[config.mk]
export PLATFORM = sky130hd
export DESIGN_NAME = simmem_addr_arbiter
export DESIGN_NICKNAME = d
export VERILOG_FILES = /design/src/rtl/simmem_addr_arbiter.sv
export SDC_FILE = /design/constraint.sdc
export NUM_CORES = 1
export LEC_CHECK = 0
export ABC_CLOCK_PERIOD_IN_PS = 2900
export CAP_MARGIN = 20
export CORE_ASPECT_RATIO = 1.5
export CORE_MARGIN = 5
export CORE_UTILIZATION = 42
export DETAILED_ROUTE_END_ITERATION = 16
export PLACE_DENSITY_LB_ADDON = 0.12
export SKIP_LAST_GASP = 1
export SLEW_MARGIN = 0
export SYNTH_ARGS = -nofsm -noshare
export SYNTH_HDL_FRONTEND = slang
export SYNTH_SLANG_ARGS = --single-unit
[constraint.sdc]
create_clock -name clk_i -period 2.9 [get_ports clk_i]
set_clock_uncertainty 0.15 [all_clocks]
set_input_delay 0.58 -clock clk_i [delete_from_list [all_inputs] [get_ports clk_i]]
set_output_delay 0.58 -clock clk_i [all_outputs]
set_load 0.03 [all_outputs]
[src/rtl/simmem_addr_arbiter.sv]
// Arbitrates the write- and read-address requesters onto one delay-calculator
// address port through a one-entry registered output slot.

module simmem_addr_arbiter #(
  parameter int unsigned WAddrW      = 64,
  parameter int unsigned RAddrW      = 64,
  parameter bit          PreferWrite = 1'b1,
  parameter int unsigned MaxStreak   = 4
) (
  input  logic                           clk_i,
  input  logic                           rst_ni,
  input  logic [WAddrW-1:0]              waddr_i,
  input  logic                           waddr_valid_i,
  output logic                           waddr_ready_o,
  input  logic [RAddrW-1:0]              raddr_i,
  input  logic                           raddr_valid_i,
  output logic                           raddr_ready_o,
  output logic [WAddrW-1:0]              out_waddr_o,
  output logic [RAddrW-1:0]              out_raddr_o,
  output logic                           out_is_write_o,
  output logic                           out_valid_o,
  input  logic                           out_ready_i,
  output logic [$clog2(MaxStreak+1)-1:0] streak_o
);

  localparam int unsigned   SW    = $clog2(MaxStreak + 1);
  localparam logic [SW-1:0] MAX_S = SW'(MaxStreak);
  localparam logic [SW-1:0] ONE_S = SW'(32'd1);
  localparam logic          PREF  = PreferWrite ? 1'b1 : 1'b0;

  logic [WAddrW-1:0] out_waddr_r;
  logic [RAddrW-1:0] out_raddr_r;
  logic              out_is_write_r;
  logic              out_valid_r;
  logic [SW-1:0]     streak_r;
  logic              last_side_r;

  logic              slot_free_s;
  logic              contend_s;
  logic              grant_w_s;
  logic              grant_r_s;
  logic              accept_s;
  logic [SW-1:0]     streak_nx_s;
  logic              last_side_nx_s;

  // Pick a single winner; side encoding is 1 = write, 0 = read.
  always_comb begin
    grant_w_s   = 1'b0;
    grant_r_s   = 1'b0;
    contend_s   = waddr_valid_i && raddr_valid_i;
    slot_free_s = !out_valid_r || out_ready_i;
    if (contend_s) begin
      if ((streak_r == MAX_S) && (last_side_r == PREF)) begin
        grant_w_s = !PREF;
        grant_r_s = PREF;
      end else begin
        grant_w_s = PREF;
        grant_r_s = !PREF;
      end
    end else begin
      grant_w_s = waddr_valid_i;
      grant_r_s = raddr_valid_i;
    end
    accept_s = slot_free_s && (grant_w_s || grant_r_s);
  end

  // Starvation limiter: count consecutive contended wins by the same side.
  always_comb begin
    streak_nx_s    = streak_r;
    last_side_nx_s = last_side_r;
    if (accept_s) begin
      last_side_nx_s = grant_w_s;
      if (contend_s) begin
        if (grant_w_s == last_side_r) begin
          streak_nx_s = (streak_r == MAX_S) ? MAX_S : (streak_r + ONE_S);
        end else begin
          streak_nx_s = ONE_S;
        end
      end else begin
        streak_nx_s = '0;
      end
    end else begin
      streak_nx_s    = streak_r;
      last_side_nx_s = last_side_r;
    end
  end

  // Output slot and arbitration history registers.
  always_ff @(posedge clk_i) begin
    if (!rst_ni) begin
      out_valid_r    <= 1'b0;
      out_is_write_r <= 1'b0;
      out_waddr_r    <= '0;
      out_raddr_r    <= '0;
      streak_r       <= '0;
      last_side_r    <= PREF;
    end else begin
      streak_r    <= streak_nx_s;
      last_side_r <= last_side_nx_s;
      if (accept_s) begin
        out_valid_r    <= 1'b1;
        out_is_write_r <= grant_w_s;
        if (grant_w_s) begin
          out_waddr_r <= waddr_i;
        end else begin
          out_raddr_r <= raddr_i;
        end
      end else if (out_ready_i) begin
        out_valid_r <= 1'b0;
      end else begin
        out_valid_r <= out_valid_r;
      end
    end
  end

  assign waddr_ready_o  = slot_free_s && grant_w_s;
  assign raddr_ready_o  = slot_free_s && grant_r_s;
  assign out_waddr_o    = out_waddr_r;
  assign out_raddr_o    = out_raddr_r;
  assign out_is_write_o = out_is_write_r;
  assign out_valid_o    = out_valid_r;
  assign streak_o       = streak_r;

  simmem_addr_arbiter_chk #(
    .WAddrW   (WAddrW),
    .RAddrW   (RAddrW),
    .MaxStreak(MaxStreak)
  ) u_chk (
    .clk_i         (clk_i),
    .rst_ni        (rst_ni),
    .waddr_ready_o (waddr_ready_o),
    .raddr_ready_o (raddr_ready_o),
    .out_waddr_o   (out_waddr_r),
    .out_raddr_o   (out_raddr_r),
    .out_is_write_o(out_is_write_r),
    .out_valid_o   (out_valid_r),
    .out_ready_i   (out_ready_i),
    .streak_o      (streak_r)
  );

endmodule

// Simulation-only sanity properties for the arbiter outputs.
module simmem_addr_arbiter_chk #(
  parameter int unsigned WAddrW    = 64,
  parameter int unsigned RAddrW    = 64,
  parameter int unsigned MaxStreak = 4
) (
  input logic                           clk_i,
  input logic                           rst_ni,
  input logic                           waddr_ready_o,
  input logic                           raddr_ready_o,
  input logic [WAddrW-1:0]              out_waddr_o,
  input logic [RAddrW-1:0]              out_raddr_o,
  input logic                           out_is_write_o,
  input logic                           out_valid_o,
  input logic                           out_ready_i,
  input logic [$clog2(MaxStreak+1)-1:0] streak_o
);

  localparam int unsigned SW = $clog2(MaxStreak + 1);

  a_one_ready: assert property (@(posedge clk_i) disable iff (!rst_ni)
    !(waddr_ready_o && raddr_ready_o));

  a_stall_stable: assert property (@(posedge clk_i) disable iff (!rst_ni)
    ($past(rst_ni) && $past(out_valid_o) && !$past(out_ready_i)) |->
      ($stable(out_waddr_o) && $stable(out_raddr_o) && $stable(out_is_write_o) && out_valid_o));

  a_streak_max: assert property (@(posedge clk_i) disable iff (!rst_ni)
    streak_o <= SW'(MaxStreak));

endmodule

Word-level counts from Yosys, hierarchy flattened

Index checks and enable logic that the tools add are counted.

Latch bits: 0
ROM bits: 0
Bits in writable memories: 0
Memories: 0
Register bits: 134

$add $sub $neg: 1
Bitwise logic cells: 1
Shift-type cells: 0
Eq/ne operators: 2
Divide/modulo/power cells: 0
Magnitude comparators: 0
Muxes and demuxes: 9
Multipliers: 0
Reductions and logical operators: 11

Operators with widths:

| operator              | number |
|---|---|
| $mux W3               | 3 |
| $mux W1               | 6 |
| $logic_and A1 B1 Y1   | 5 |
| $reduce_and A2 Y1     | 2 |
| $add A3 B1 Y3 const B | 1 |
| $eq A3 B3 Y1 const B  | 1 |
| $logic_or A1 B1 Y1    | 2 |
| $reduce_bool A2 Y1    | 1 |
| $eq A1 B1 Y1          | 1 |
| $logic_not A1 Y1      | 1 |
| $not A1 Y1            | 1 |

Depth between registers and ports, before layout

Gate-level depths: netlist of run 1.

Depth after elaboration: 7
Gate-level depth with buffers: 8
Depth with buffers taken out: 6

Worst setup path after synthesis of run 1

Ideal clock, no wire load.

Kind: register to output
Start: reg streak_r[0], in the netlist streak_o[0]
End: out waddr_ready_o
Cell stages (with the launch flop): 8
Path slack: 0.525 ns
Path buffers: 2
Arrival time: 1.645 ns
Cell sequence: dfxtp_1 -> inv_1 -> ha_1 -> nand4_1 -> nand3_1 -> buf_2 -> buf_2 -> inv_1

Cells in the longest elaborated chain, start to end: 5

Ends and longest elaborated chain:

| item                   | RTL line | text |
|---|---|---|
| from (decl)            | 35       | `logic [SW-1:0] streak_r;` |
| from (signal assigned) | 98       | `streak_r <= streak_nx_s;` |
| $eq A3 B3 Y1           | 53       | `if ((streak_r == MAX_S) && (last_side_r == PREF)) begin` |
| $logic_and A1 B1 Y1    | 53       |  |
| $mux W1                | 53       |  |
| $mux W1                | 52       | `if (contend_s) begin` |
| $logic_and A1 B1 Y1    | 116      | `assign waddr_ready_o = slot_free_s && grant_w_s;` |
| to (decl)              | 14       | `output logic waddr_ready_o,` |

No other way between the ends.

Worst setup path in the final report of run 1

Start: in raddr_valid_i
End: out raddr_ready_o

Cells in the longest elaborated chain, start to end: 3

Ends and longest elaborated chain:

| item                  | RTL line | text |
|---|---|---|
| from (decl)           | 16       | `input logic raddr_valid_i,` |
| $logic_and A1 B1 Y1   | 50       | `contend_s = waddr_valid_i && raddr_valid_i;` |
| $mux W1 *             | 52       |  |
| $logic_and A1 B1 Y1 * | 117      | `assign raddr_ready_o = slot_free_s && grant_r_s;` |
| to (decl)             | 17       | `output logic raddr_ready_o,` |

Every way passes the cells marked *; elsewhere a longest branch is shown, timed or not.

==> metrics.md, run 1 <==
| Metric | Value |
|---|---|
| Result of the run | `completed` |
| Type of destination of the critical path | `output port` |
| IO Pins | `268` |
| Via density per instance | `4.987` |
| Buffer type at the clock tree root | `sky130_fd_sc_hd__clkbuf_16` |
| Setup-failing EPs final | `0` |
| Number of maximum-capacitance constraint violations | `0` |
| Max frequency | `373.1 MHz` |
| Maximum clock path buffer count | `2` |
| CTS Buf Count | `17` |
| Cells on Worst Hold Path | `2` |
| Post-Synthesis Mean Instance Area | `8.176 sq um` |
| Share of the yosys chip area belonging to registers | `54.14%` |
| IR drop worst, VDD | `0.4015 mV` |
| Die Area | `0.01411 sq mm` |
| Core occupancy in the finished layout | `71.61%` |
| Crit-path max FO | `6` |
| CTS tree | `yes` |
| PostCTS Resize Cnt | `0` |
| Placement row count | `48` |
| Critical-path top delay cell | `sky130_fd_sc_hd__clkdlybuf4s50_1` |
| Pins over their slew limit | `0` |
| RSZ-0062 raised after global routing | `false` |
| Skew-Pair Late Insertion Delay | `0.40 ns` |
| Critical register-to-register path startpoint | `streak_o[0]` |
| Yosys top cell area share | `54.14%` |
| Post-placement cell count | `975` |
| Kind of path behind the tightest hold check | `reg -> reg` |
| Count of buffers from port buffering | `267` |
| Hold buffers post-CTS | `0` |
| Layout overhead on the synthesized area | `66.67%` |
| Final wirelength | `15.08 mm` |
| Synth Warn # | `0` |
| R2r endpoint | `out_raddr_o[49]` |
| Number of remaining DRC errors | `0` |
| Die boundary width | `98.69 um` |
| Biggest area contributors in the synthesized netlist | `sky130_fd_sc_hd__dfxtp_1, sky130_fd_sc_hd__nand3_1, sky130_fd_sc_hd__o21ai_0, sky130_fd_sc_hd__nand2_1, sky130_fd_sc_hd__clkbuf_1` |
| H-Tree Depth | `4` |
| Sequence of cells on the critical path | `clkdlybuf4s50_1 -> nand4_1 -> a211oi_4 -> buf_4` |
| Number of nets at the end of the flow | `979` |
| Net count after synthesis | `741` |
| Post-synthesis instance total | `606` |
| Violation count after the first detailed-routing iteration | `168` |
| Startpoint-to-endpoint class of the critical path | `in -> out` |
| Worst rel slew slack | `64.73%` |
| Cell class contributing the biggest share of worst-path delay | `buffers and inverters` |
| Final Hold Viols | `0` |
| Via count of the first global-routing pass | `4,873` |
| Core region area | `0.01153 sq mm` |
| Origin of the worst min-delay path | `out_raddr_o[25]` |
| First-pass GRT wire length | `23.23 mm` |
| Via count of the routed design | `5,017` |
| Synth cell types | `25` |
| Endpoint of the worst hold-timing path | `out_raddr_o[25]` |
| Detailed-route wire length per cell | `14.99 um` |
| Cells on worst reg2reg path | `6` |
| Total global-route track usage | `20.40%` |
| Clock sinks | `134` |
| Final min period | `2.680 ns` |
| Maximum cell stage delay along the critical path | `0.58 ns` |
| Antenna violations before repair | `0` |
| Drt first pass iters | `4` |
| Power per standard cell area | `618.4 mW/mm^2` |
| Number of setup buffers added after CTS | `0` |
| Global placer's final weighted congestion | `0.8275` |
| Fin cells | `1,006` |
| Cell taking the most area after synthesis | `sky130_fd_sc_hd__dfxtp_1` |
| Vertical die dimension | `143.0 um` |
| Slew @ Worst Pin | `0.5235 ns` |
| Overall overflow remaining after global route | `0` |
| Initial standard-cell utilization of the core | `42.97%` |
| Flip-flop and latch count after synthesis | `134` |
| Half-perimeter wire length of the detailed placement result | `11.04 mm` |
| Total Negative Setup Slacks | `0 ns` |
| Startpoint type of the worst setup path | `input pin` |
| Inserted Diodes | `0` |
| Buffering stage count on the worst path with inverters included | `2` |
| Ratio of cells with drive above 1 in the final layout | `5.374%` |
| Clock edge transition at the registers on the reported setup and hold paths | `0.06 ns` |
| Placement-stage cell area | `0.007619 sq mm` |
| Share of the clock period used by the worst path after layout | `92.41%` |
| Worst reg-to-reg setup slack | `0.82 ns` |
| Data required, critical path | `2.17 ns` |
| Post-synth design cell area | `0.004955 sq mm` |
| Pin count of the biggest net entering global routing | `131` |
| Summed area of non-filler cells in the final layout | `0.008258 sq mm` |
| Critical path arrival | `1.95 ns` |
| Post-route antenna net violation count | `0` |
| Pleak | `0.003000 uW` |
-- state kept, by name, indices dropped and copies added (netlist names) --
name            cells
last_side_r         1
out_is_write_o      1
out_raddr_o        64
streak_o            3
out_valid_o         1
out_waddr_o        64
-- metal layers --
| layer | GRT usage, % | vias up | wire, um |
|---|---|---|---|
| met5 | 0 | - | 0 |
| met4 | 10.94 | 0 | 590 |
| met3 | 7.722 | 37 | 1298 |
| met2 | 36.29 | 187 | 7797 |
| met1 | 20.50 | 2258 | 5393 |
| li1 | - | 2535 | - |
-- layout by cell type, fill, tap and decap left out --
cell and n:
sky130_fd_sc_hd__buf_4 8, sky130_fd_sc_hd__ha_1 2, sky130_fd_sc_hd__buf_12 3, sky130_fd_sc_hd__clkbuf_16 17
sky130_fd_sc_hd__nand4_1 1, sky130_fd_sc_hd__clkinvlp_4 4, sky130_fd_sc_hd__dfxtp_1 134, sky130_fd_sc_hd__nor2_1 1
sky130_fd_sc_hd__a22oi_1 1, sky130_fd_sc_hd__nand3_4 1, sky130_fd_sc_hd__inv_6 1, sky130_fd_sc_hd__o31a_1 1
sky130_fd_sc_hd__inv_1 4, sky130_fd_sc_hd__nand3b_1 1, sky130_fd_sc_hd__a21bo_2 1, sky130_fd_sc_hd__a21oi_1 1
sky130_fd_sc_hd__o21ai_0 130, sky130_fd_sc_hd__a211oi_4 1, sky130_fd_sc_hd__clkbuf_8 3, sky130_fd_sc_hd__clkinv_4 1
sky130_fd_sc_hd__a21boi_0 2, sky130_fd_sc_hd__clkdlybuf4s50_1 264, sky130_fd_sc_hd__nand3_1 131, sky130_fd_sc_hd__bufinv_16 4
sky130_fd_sc_hd__buf_6 1, sky130_fd_sc_hd__clkinv_2 1, sky130_fd_sc_hd__o211ai_1 1, sky130_fd_sc_hd__nor3_1 1
sky130_fd_sc_hd__nand2b_1 1, sky130_fd_sc_hd__nand2_1 132, sky130_fd_sc_hd__nor2b_1 2
-- metrics by stage --
step | setup slack (ns) | hold slack, ns | total power (uW)
floorplan | 0.5254 | 0.3020 | 2440
global placement | 0.2248 | 0.2946 | 2843
detailed placement | 0.2152 | 0.2994 | 2863
global route | 0.1462 | 0.3217 | 5304
CTS | 0.1999 | 0.3079 | 5165
finish | 0.2200 | 0.3062 | 5107
-- worst register-to-register path, delay by kind of cell (launching register included) --
kind	cells	cell delay, ns
adder cells (fa/ha/maj)	1	0.20
AND/OR/NAND/NOR	1	0.19
AO/OA/AOI/OAI	2	0.56
flip-flops	1	0.36
buffers and inverters	2	0.48
-- report_power, final --
| part | total [uW] | switching [uW] | internal (uW) |
|---|---|---|---|
| logic | 823 | 439 | 384 |
| registers | 2000 | 51.3 | 1940 |
| clock network | 2290 | 782 | 1510 |
| total | 5110 | 1270 | 3830 |
-- cell type report --
| cell class | instances | area [sq um] |
|---|---|---|
| repair buffers | 276 | 2774 |
| well taps | 150 | 187.7 |
| clock inverters | 11 | 172.7 |
| clock buffers | 20 | 466.7 |
| flip-flops and latches | 134 | 2683 |
| fillers | 945 | 3273 |
| multi-input cells | 411 | 1959 |
| inverters | 4 | 15.01 |
-- cell usage after synthesis, drive strengths merged --
| cell type | number |
|---|---|
| o31a | 1 |
| nor2b | 2 |
| clkbuf | 30 |
| a22oi | 1 |
| buf | 27 |
| a21bo | 1 |
| o211ai | 1 |
| nand3 | 132 |
| nand2 | 132 |
| nor3 | 1 |
| ha | 2 |
| nand4 | 1 |
| nand2b | 1 |
| a21oi | 1 |
| nor2 | 1 |
| dfxtp | 134 |
| inv | 4 |
| a21boi | 2 |
| nand3b | 1 |
| a211oi | 1 |
| o21ai | 130 |
-- worst max path at each step --
stage                       start       endpoint  slack, ns  depth (start not counted)
detailed placement  raddr_valid_i  raddr_ready_o       0.22                          4
global route        raddr_valid_i  raddr_ready_o       0.15                          4
floorplan             streak_o[0]  waddr_ready_o       0.53                          7
global placement    raddr_valid_i  raddr_ready_o       0.22                          4
CTS                 raddr_valid_i  raddr_ready_o       0.20                          4
finish              raddr_valid_i  raddr_ready_o       0.22                          4
-- kinds of logic after synthesis --
family,Yosys count,share of synthesized area (%)
flip-flops,134,54.14
buffers and inverters,61,6.717
adder cells (fa/ha/maj),2,0.5050
AO/OA/AOI/OAI,138,14.47
AND/OR/NAND/NOR,271,24.17
(Power assumes the default switching activity.)
==> run 2: changes to the inputs <==
- SETUP_SLACK_MARGIN: not set -> 0.4
==> metrics.md, run 2 (synthesis results as in run 1) <==
| Metric | Value |
|---|---|
| Final min period | `2.409 ns (-0.2708 ns)` |
| Share of total power in sequential cells | `39.0% (about the same)` |
| Inserted Diodes | `0 (unchanged)` |
| Setup-failing EPs final | `0 (unchanged)` |
| Ratio of cells with drive above 1 in the final layout | `5.718% (+0.34 points)` |
| CTS tree | `yes` |
| Drt first pass iters | `4 (unchanged)` |
| Half-perimeter wire length of the detailed placement result | `11.04 mm (unchanged)` |
| Core region area | `0.01153 sq mm (unchanged)` |
| Pins over their slew limit | `0 (unchanged)` |
| RSZ-0062 raised after global routing | `false` |
| Max frequency | `415.1 MHz (+11%)` |
| Result of the run | `completed` |
| Startpoint-to-endpoint class of the critical path | `reg -> out` |
| Most common library cell in the layout ignoring fill and taps | `sky130_fd_sc_hd__clkdlybuf4s50_1` |
| Global placer's final weighted congestion | `0.8275 (unchanged)` |
| First-pass GRT wire length | `23.24 mm (about the same)` |
| Commonest cells after routing, fill and taps aside | `sky130_fd_sc_hd__clkdlybuf4s50_1, sky130_fd_sc_hd__nand2_1, sky130_fd_sc_hd__dfxtp_1` |
| Die Area | `0.01411 sq mm (unchanged)` |
| Via count of the routed design | `5,022 (+0.10%)` |
| Total internal power | `3836 uW (about the same)` |
| Violation count after the first detailed-routing iteration | `159 (-5.4%)` |
| Filler Cell Count | `945 (unchanged)` |
| Initial standard-cell utilization of the core | `42.97% (unchanged)` |
| Die boundary width | `98.69 um (unchanged)` |
| Placement row count | `48 (unchanged)` |
| Power per standard cell area | `618.2 mW/mm^2 (about the same)` |
| Count of buffers from port buffering | `267 (unchanged)` |
| Clock sinks | `134 (unchanged)` |
| IO Pins | `268 (unchanged)` |
| Combinational group share of total power | `16.1% (about the same)` |
| Kind of path behind the tightest hold check | `reg -> reg` |
| Core occupancy in the finished layout | `71.72% (+0.11 points)` |
| Number of remaining DRC errors | `0 (unchanged)` |
| Vertical die dimension | `143.0 um (unchanged)` |
| H-Tree Depth | `4 (unchanged)` |
| Antenna violations before repair | `0 (unchanged)` |
| Clock share of power | `44.8% (about the same)` |
| Switching fraction of total power | `24.99% (+0.071 points)` |
| Critical path arrival | `1.68 ns (-0.27 ns)` |
| CTS Buf Count | `17 (unchanged)` |
| Data required, critical path | `2.17 ns (about the same)` |
| Sw power | `1278 uW (+0.41%)` |
| Post-route antenna net violation count | `0 (unchanged)` |
| Layout overhead on the synthesized area | `66.92%` |
| Pleak | `0.003008 uW (+0.28%)` |
| Total global-route track usage | `20.41% (about the same)` |
| Worst rel slew slack | `64.34% (-0.39 points)` |
| Number of nets at the end of the flow | `980 (+0.10%)` |
| Slew @ Worst Pin | `0.5293 ns (+0.005834 ns)` |
| IR drop worst, VDD | `0.4023 mV (+0.18%)` |
| Maximum clock path buffer count | `2 (unchanged)` |
| Pin count of the biggest net entering global routing | `131 (unchanged)` |
| Final Hold Viols | `0 (unchanged)` |
| Via density per instance | `4.987 (about the same)` |
| Hold buffers post-CTS | `0 (unchanged)` |
| Crit-path max FO | `6 (unchanged)` |
| Number of maximum-capacitance constraint violations | `0 (unchanged)` |
| Detailed-route wire length per cell | `15.12 um (+0.84%)` |
| Total area of multi-input combinational cells | `0.001959 sq mm (unchanged)` |
| Total Negative Setup Slacks | `0 ns (unchanged)` |
| Type of destination of the critical path | `output port` |
| Final wirelength | `15.22 mm (+0.94%)` |
| Skew-Pair Late Insertion Delay | `0.40 ns (about the same)` |
| Share of the clock period used by the worst path after layout | `83.07% (-9.3 points)` |
| Clock edge transition at the registers on the reported setup and hold paths | `0.06 ns (about the same)` |
| Buffer type at the clock tree root | `sky130_fd_sc_hd__clkbuf_16` |
| Area of all sequential standard cells | `0.002685 sq mm (about the same)` |
| Via count of the first global-routing pass | `4,873 (unchanged)` |
| Startpoint type of the worst setup path | `flop` |
| Overall overflow remaining after global route | `0 (unchanged)` |
run 2: cell type report:
type                       instances  share of cell area, %
timing repair buffer             277                  33.66
sequential                       134                  32.47
multi-input combinational        411                  23.69
clock buffer                      20                  5.643
tap                              150                  2.269
clock inverter                    11                  2.088
inverter                           4                 0.1815
run 2: path summary, 6_finish.rpt:
| check | from | endpoint | slack [ns] | cells after the start |
|---|---|---|---|---|
| worst max register to register | streak_o[0] | out_raddr_o[26] | 0.78 | 7 |
| worst max-delay path | streak_o[0] | waddr_ready_o | 0.49 | 7 |
| worst min-delay path | out_raddr_o[45] | out_raddr_o[45] | 0.31 | 2 |
| worst min register to register | out_raddr_o[45] | out_raddr_o[45] | 0.31 | 2 |
run 2: stage by stage:
stage / std cells / total power, uW / instance area (sq um) / hold slack, ns / setup slack, ns
2_1_floorplan: 606 / 2440 / 4955 / 0.3020 / 0.5254
3_3_place_gp: 975 / 2843 / 7619 / 0.2946 / 0.2248
3_5_place_dp: 975 / 2863 / 7619 / 0.2994 / 0.2152
4_1_cts: 1006 / 5166 / 8262 / 0.3079 / 0.3931
5_1_grt: 1007 / 5306 / 8270 / 0.3217 / 0.4054
6_report: 1007 / 5113 / 8270 / 0.3059 / 0.4909
run 2: worst max-delay path, cell delays in order (launching register included):
cell	delay [ns]
sky130_fd_sc_hd__dfxtp_2	0.37
sky130_fd_sc_hd__inv_1	0.06
sky130_fd_sc_hd__ha_1	0.23
sky130_fd_sc_hd__nand4_1	0.15
sky130_fd_sc_hd__buf_4	0.15
sky130_fd_sc_hd__nand3_4	0.08
sky130_fd_sc_hd__inv_1	0.08
sky130_fd_sc_hd__buf_4	0.16
run 2: timing repair:
| action | in CTS | in global routing |
|---|---|---|
| buffers inserted | 0 | 1 |
| gates resized for setup | 3 | 1 |
| endpoints found under the setup margin | 2 | 2 |
| pin swaps | 1 | 2 |
| gates cloned | 0 | 0 |
run 2: power by group through the flow:
stage          clock (uW)  sequential [uW]  combinational, uW
2_1_floorplan           0             2230                208
3_5_place_dp            0             2040                828
5_1_grt              2420             2010                878
6_report             2290             2000                825
3_3_place_gp            0             2030                814
4_1_cts              2340             2000                832
run 2: layer usage:
metal / up-vias / part of all wire [%] / GRT usage, %
met5: - / 0 / 0
met4: 0 / 3.9 / 10.94
met3: 35 / 8.4 / 7.722
met2: 196 / 50 / 36.29
met1: 2255 / 38 / 20.53
li1: 2536 / - / -
==> run 3: changes to the inputs <==
- ABC_CLOCK_PERIOD_IN_PS: 2900 -> 2070
- CORE_UTILIZATION: 42 -> 35
- clock period: 2.9 -> 2.07 ns (I/O delays scaled with it)
==> metrics.md, run 3 (synthesis results as in run 1) <==
| Metric | Value |
|---|---|
| Most common library cell in the layout ignoring fill and taps | `sky130_fd_sc_hd__nand2_1` |
| Summed area of non-filler cells in the final layout | `0.01047 sq mm (+27%)` |
| Drt first pass iters | `4 (unchanged)` |
| Max frequency | `453.1 MHz` |
| CTS tree | `yes` |
| Share of total power in sequential cells | `37.1% (-1.9 points)` |
| Via count of the routed design | `5,605 (+12%)` |
| Half-perimeter wire length of the detailed placement result | `11.62 mm (+5.2%)` |
| Die boundary width | `107.1 um (+8.6%)` |
| Sequence of cells on the critical path | `inv_4 -> ha_4 -> nand4_1 -> a211oi_4 -> buf_12 -> buf_6 -> buf_6 -> buf_6 -> buf_12 -> buf_4 -> buf_16 -> nand3_1 -> o21ai_0` |
| Global placer's final weighted congestion | `0.7469 (-9.7%)` |
| Worst reg-to-reg setup slack | `-0.14 ns (-0.92 ns)` |
| IO Pins | `268 (unchanged)` |
| Die Area | `0.01668 sq mm (+18%)` |
| IR drop worst, VDD | `0.4990 mV (+24%)` |
| Initial standard-cell utilization of the core | `35.41% (-7.6 points)` |
| Slew @ Worst Pin | `0.4048 ns (-0.1246 ns)` |
| Clock sinks | `134 (unchanged)` |
| Setup-failing EPs final | `65 (+65)` |
| Critical register-to-register path startpoint | `streak_o[1]` |
| Critical-path top delay cell | `sky130_fd_sc_hd__dfxtp_4` |
| Power per standard cell area | `723.4 mW/mm^2 (+17%)` |
| CTS Buf Count | `17 (unchanged)` |
| Cells on Worst Hold Path | `3 (+1)` |
| Placement-stage cell area | `0.007833 sq mm (+2.8%)` |
| Post-route antenna net violation count | `0 (unchanged)` |
| Antenna violations before repair | `0 (unchanged)` |
| Via count of the first global-routing pass | `5,107 (+4.8%)` |
| Number of gates on the worst path with buffers counted | `13 (+6)` |
| R2r endpoint | `out_raddr_o[17]` |
| Setup ws final | `-0.1370 ns (-0.6279 ns)` |
| Cell class contributing the biggest share of worst-path delay | `buffers and inverters` |
| Count of buffers from port buffering | `267 (unchanged)` |
| Detailed-route wire length per cell | `17.93 um (+19%)` |
| RSZ-0062 raised after global routing | `true` |
| Maximum cell stage delay along the critical path | `0.35 ns (-0.02 ns)` |
| Final Hold Viols | `0 (unchanged)` |
| Vertical die dimension | `155.7 um (+8.9%)` |
| Data required, critical path | `2.24 ns (+0.07 ns)` |
| Violations in the final reports | `negative setup slack` |
| Final wirelength | `20.17 mm (+33%)` |
| Placement row count | `53 (+10%)` |
| Number of remaining DRC errors | `0 (unchanged)` |
| Crit-path max FO | `8 (+2)` |
| Pleak | `0.003889 uW (+29%)` |
| Total internal power | `5564 uW (+45%)` |
| Buffering stage count on the worst path with inverters included | `8 (+4)` |
| Number of nets at the end of the flow | `1,056 (+7.8%)` |
| Sw power | `2012 uW (+58%)` |
| Buffer type at the clock tree root | `sky130_fd_sc_hd__clkbuf_16` |
| Overall overflow remaining after global route | `0 (unchanged)` |
| Most prevalent standard cell on the critical path | `sky130_fd_sc_hd__buf_6` |
| Maximum clock path buffer count | `2 (unchanged)` |
| Origin of the worst min-delay path | `rst_ni` |
| Worst rel slew slack | `73.02% (+8.7 points)` |
| Startpoint type of the worst setup path | `flop` |
| Type of destination of the critical path | `flop` |
| Commonest cells after routing, fill and taps aside | `sky130_fd_sc_hd__nand2_1, sky130_fd_sc_hd__dfxtp_1, sky130_fd_sc_hd__clkdlybuf4s50_1` |
| Inserted Diodes | `0 (unchanged)` |
| Pins over their slew limit | `0 (unchanged)` |
| Share of the clock period used by the worst path after layout | `106.6%` |
| Skew-Pair Late Insertion Delay | `0.40 ns (about the same)` |
| Violation count after the first detailed-routing iteration | `233 (+47%)` |
| H-Tree Depth | `4 (unchanged)` |
| Beginning of the critical path | `streak_o[1]` |
| Result of the run | `finished, violations left` |
| Clock share of power | `41.3% (-3.5 points)` |
| Critical path arrival | `2.38 ns (+0.70 ns)` |
| Post-place setup slack | `-0.2843 ns (-0.4994 ns)` |
| Cells on worst reg2reg path | `13 (+6)` |
| Clock edge transition at the registers on the reported setup and hold paths | `0.06 ns (about the same)` |
| Number of maximum-capacitance constraint violations | `0 (unchanged)` |
| Core region area | `0.01399 sq mm (+21%)` |
| Switching fraction of total power | `26.56% (+1.6 points)` |
| Startpoint-to-endpoint class of the critical path | `reg -> reg` |
| Final min period | `2.207 ns` |
| Via density per instance | `4.982 (about the same)` |
| Combinational group share of total power | `21.6% (+5.5 points)` |
| Total global-route track usage | `19.60% (-0.81 points)` |
| Ratio of cells with drive above 1 in the final layout | `40.62% (+35 points)` |
| First-pass GRT wire length | `25.79 mm (+11%)` |
| Power Total | `7576 uW (+48%)` |
| Pin count of the biggest net entering global routing | `58 (-56%)` |
| Kind of path behind the tightest hold check | `in -> reg` |
| Endpoint of the worst hold-timing path | `out_waddr_o[41]` |
| Layout overhead on the synthesized area | `111.4%` |
-- run 3: cell types whose count changed in the layout (fill, tap and decap cells not counted), sizes merged --
cell / change
buf: +67
inv: -1
clkbuf: +18
clkdlybuf4s18: +1
clkinvlp: -2
clkinv: +4
clkdlybuf4s50: -133
clkdlybuf4s15: +122
-- run 3: cell type report --
cell class	count	area [sq um]
Timing Repair Buffer	353	4333
Clock buffer	19	432.9
Tap cell	192	240.2
Multi-Input combinational cell	411	2575
Sequential cell	134	2691
Fill cell	987	3520
Inverter	4	20.02
Clock inverter	12	180.2
-- run 3: routing by layer --
metal / vias up / global-route usage (%) / share of wire (%)
li1: 2703 / - / -
met1: 2634 / 20.47 / 34
met2: 233 / 35.51 / 55
met3: 35 / 7.164 / 8.6
met4: 0 / 7.374 / 2.6
met5: - / 0 / 0
-- run 3: worst max path at each step --
stage                                 end
after global placement      raddr_ready_o
after floorplan             raddr_ready_o
after detailed placement    raddr_ready_o
after global routing      out_raddr_o[17]
final                     out_raddr_o[17]
after CTS                   raddr_ready_o
-- run 3: through the flow --
step / hold WS (ns) / cells / util, % / TNS (ns)
final: 0.2772 / 1125 / 74.85 / -3.914
after global routing: 0.2829 / 1125 / 74.85 / -10.39
after CTS: 0.2536 / 1093 / 66.37 / -8.246
after detailed placement: 0.3000 / 1029 / 55.98 / -21.80
after global placement: 0.2950 / 1029 / 55.98 / -16.19
after floorplan: 0.3020 / 606 / - / 0
-- run 3: power groups by stage --
stage               registers, uW  logic (uW)  clock network, uW
CTS                          2800        1350               3180
global route                 2820        1730               3320
finish                       2810        1640               3130
detailed placement           2850        1200                  0
global placement             2840        1180                  0
floorplan                    3130         294                  0
-- run 3: timing repair --
action,CTS,global route
setup buffers,22,9
resized for setup,485,248
cloned,11,23
hold buffers,0,0
setup endpoints to repair,255,141
pin swaps,4,52
-- run 3: tightest hold or removal path, cell delays in order --
cell and delay (ns):
sky130_fd_sc_hd__buf_6 0.21, sky130_fd_sc_hd__nand2_1 0.11, sky130_fd_sc_hd__o21ai_1 0.05
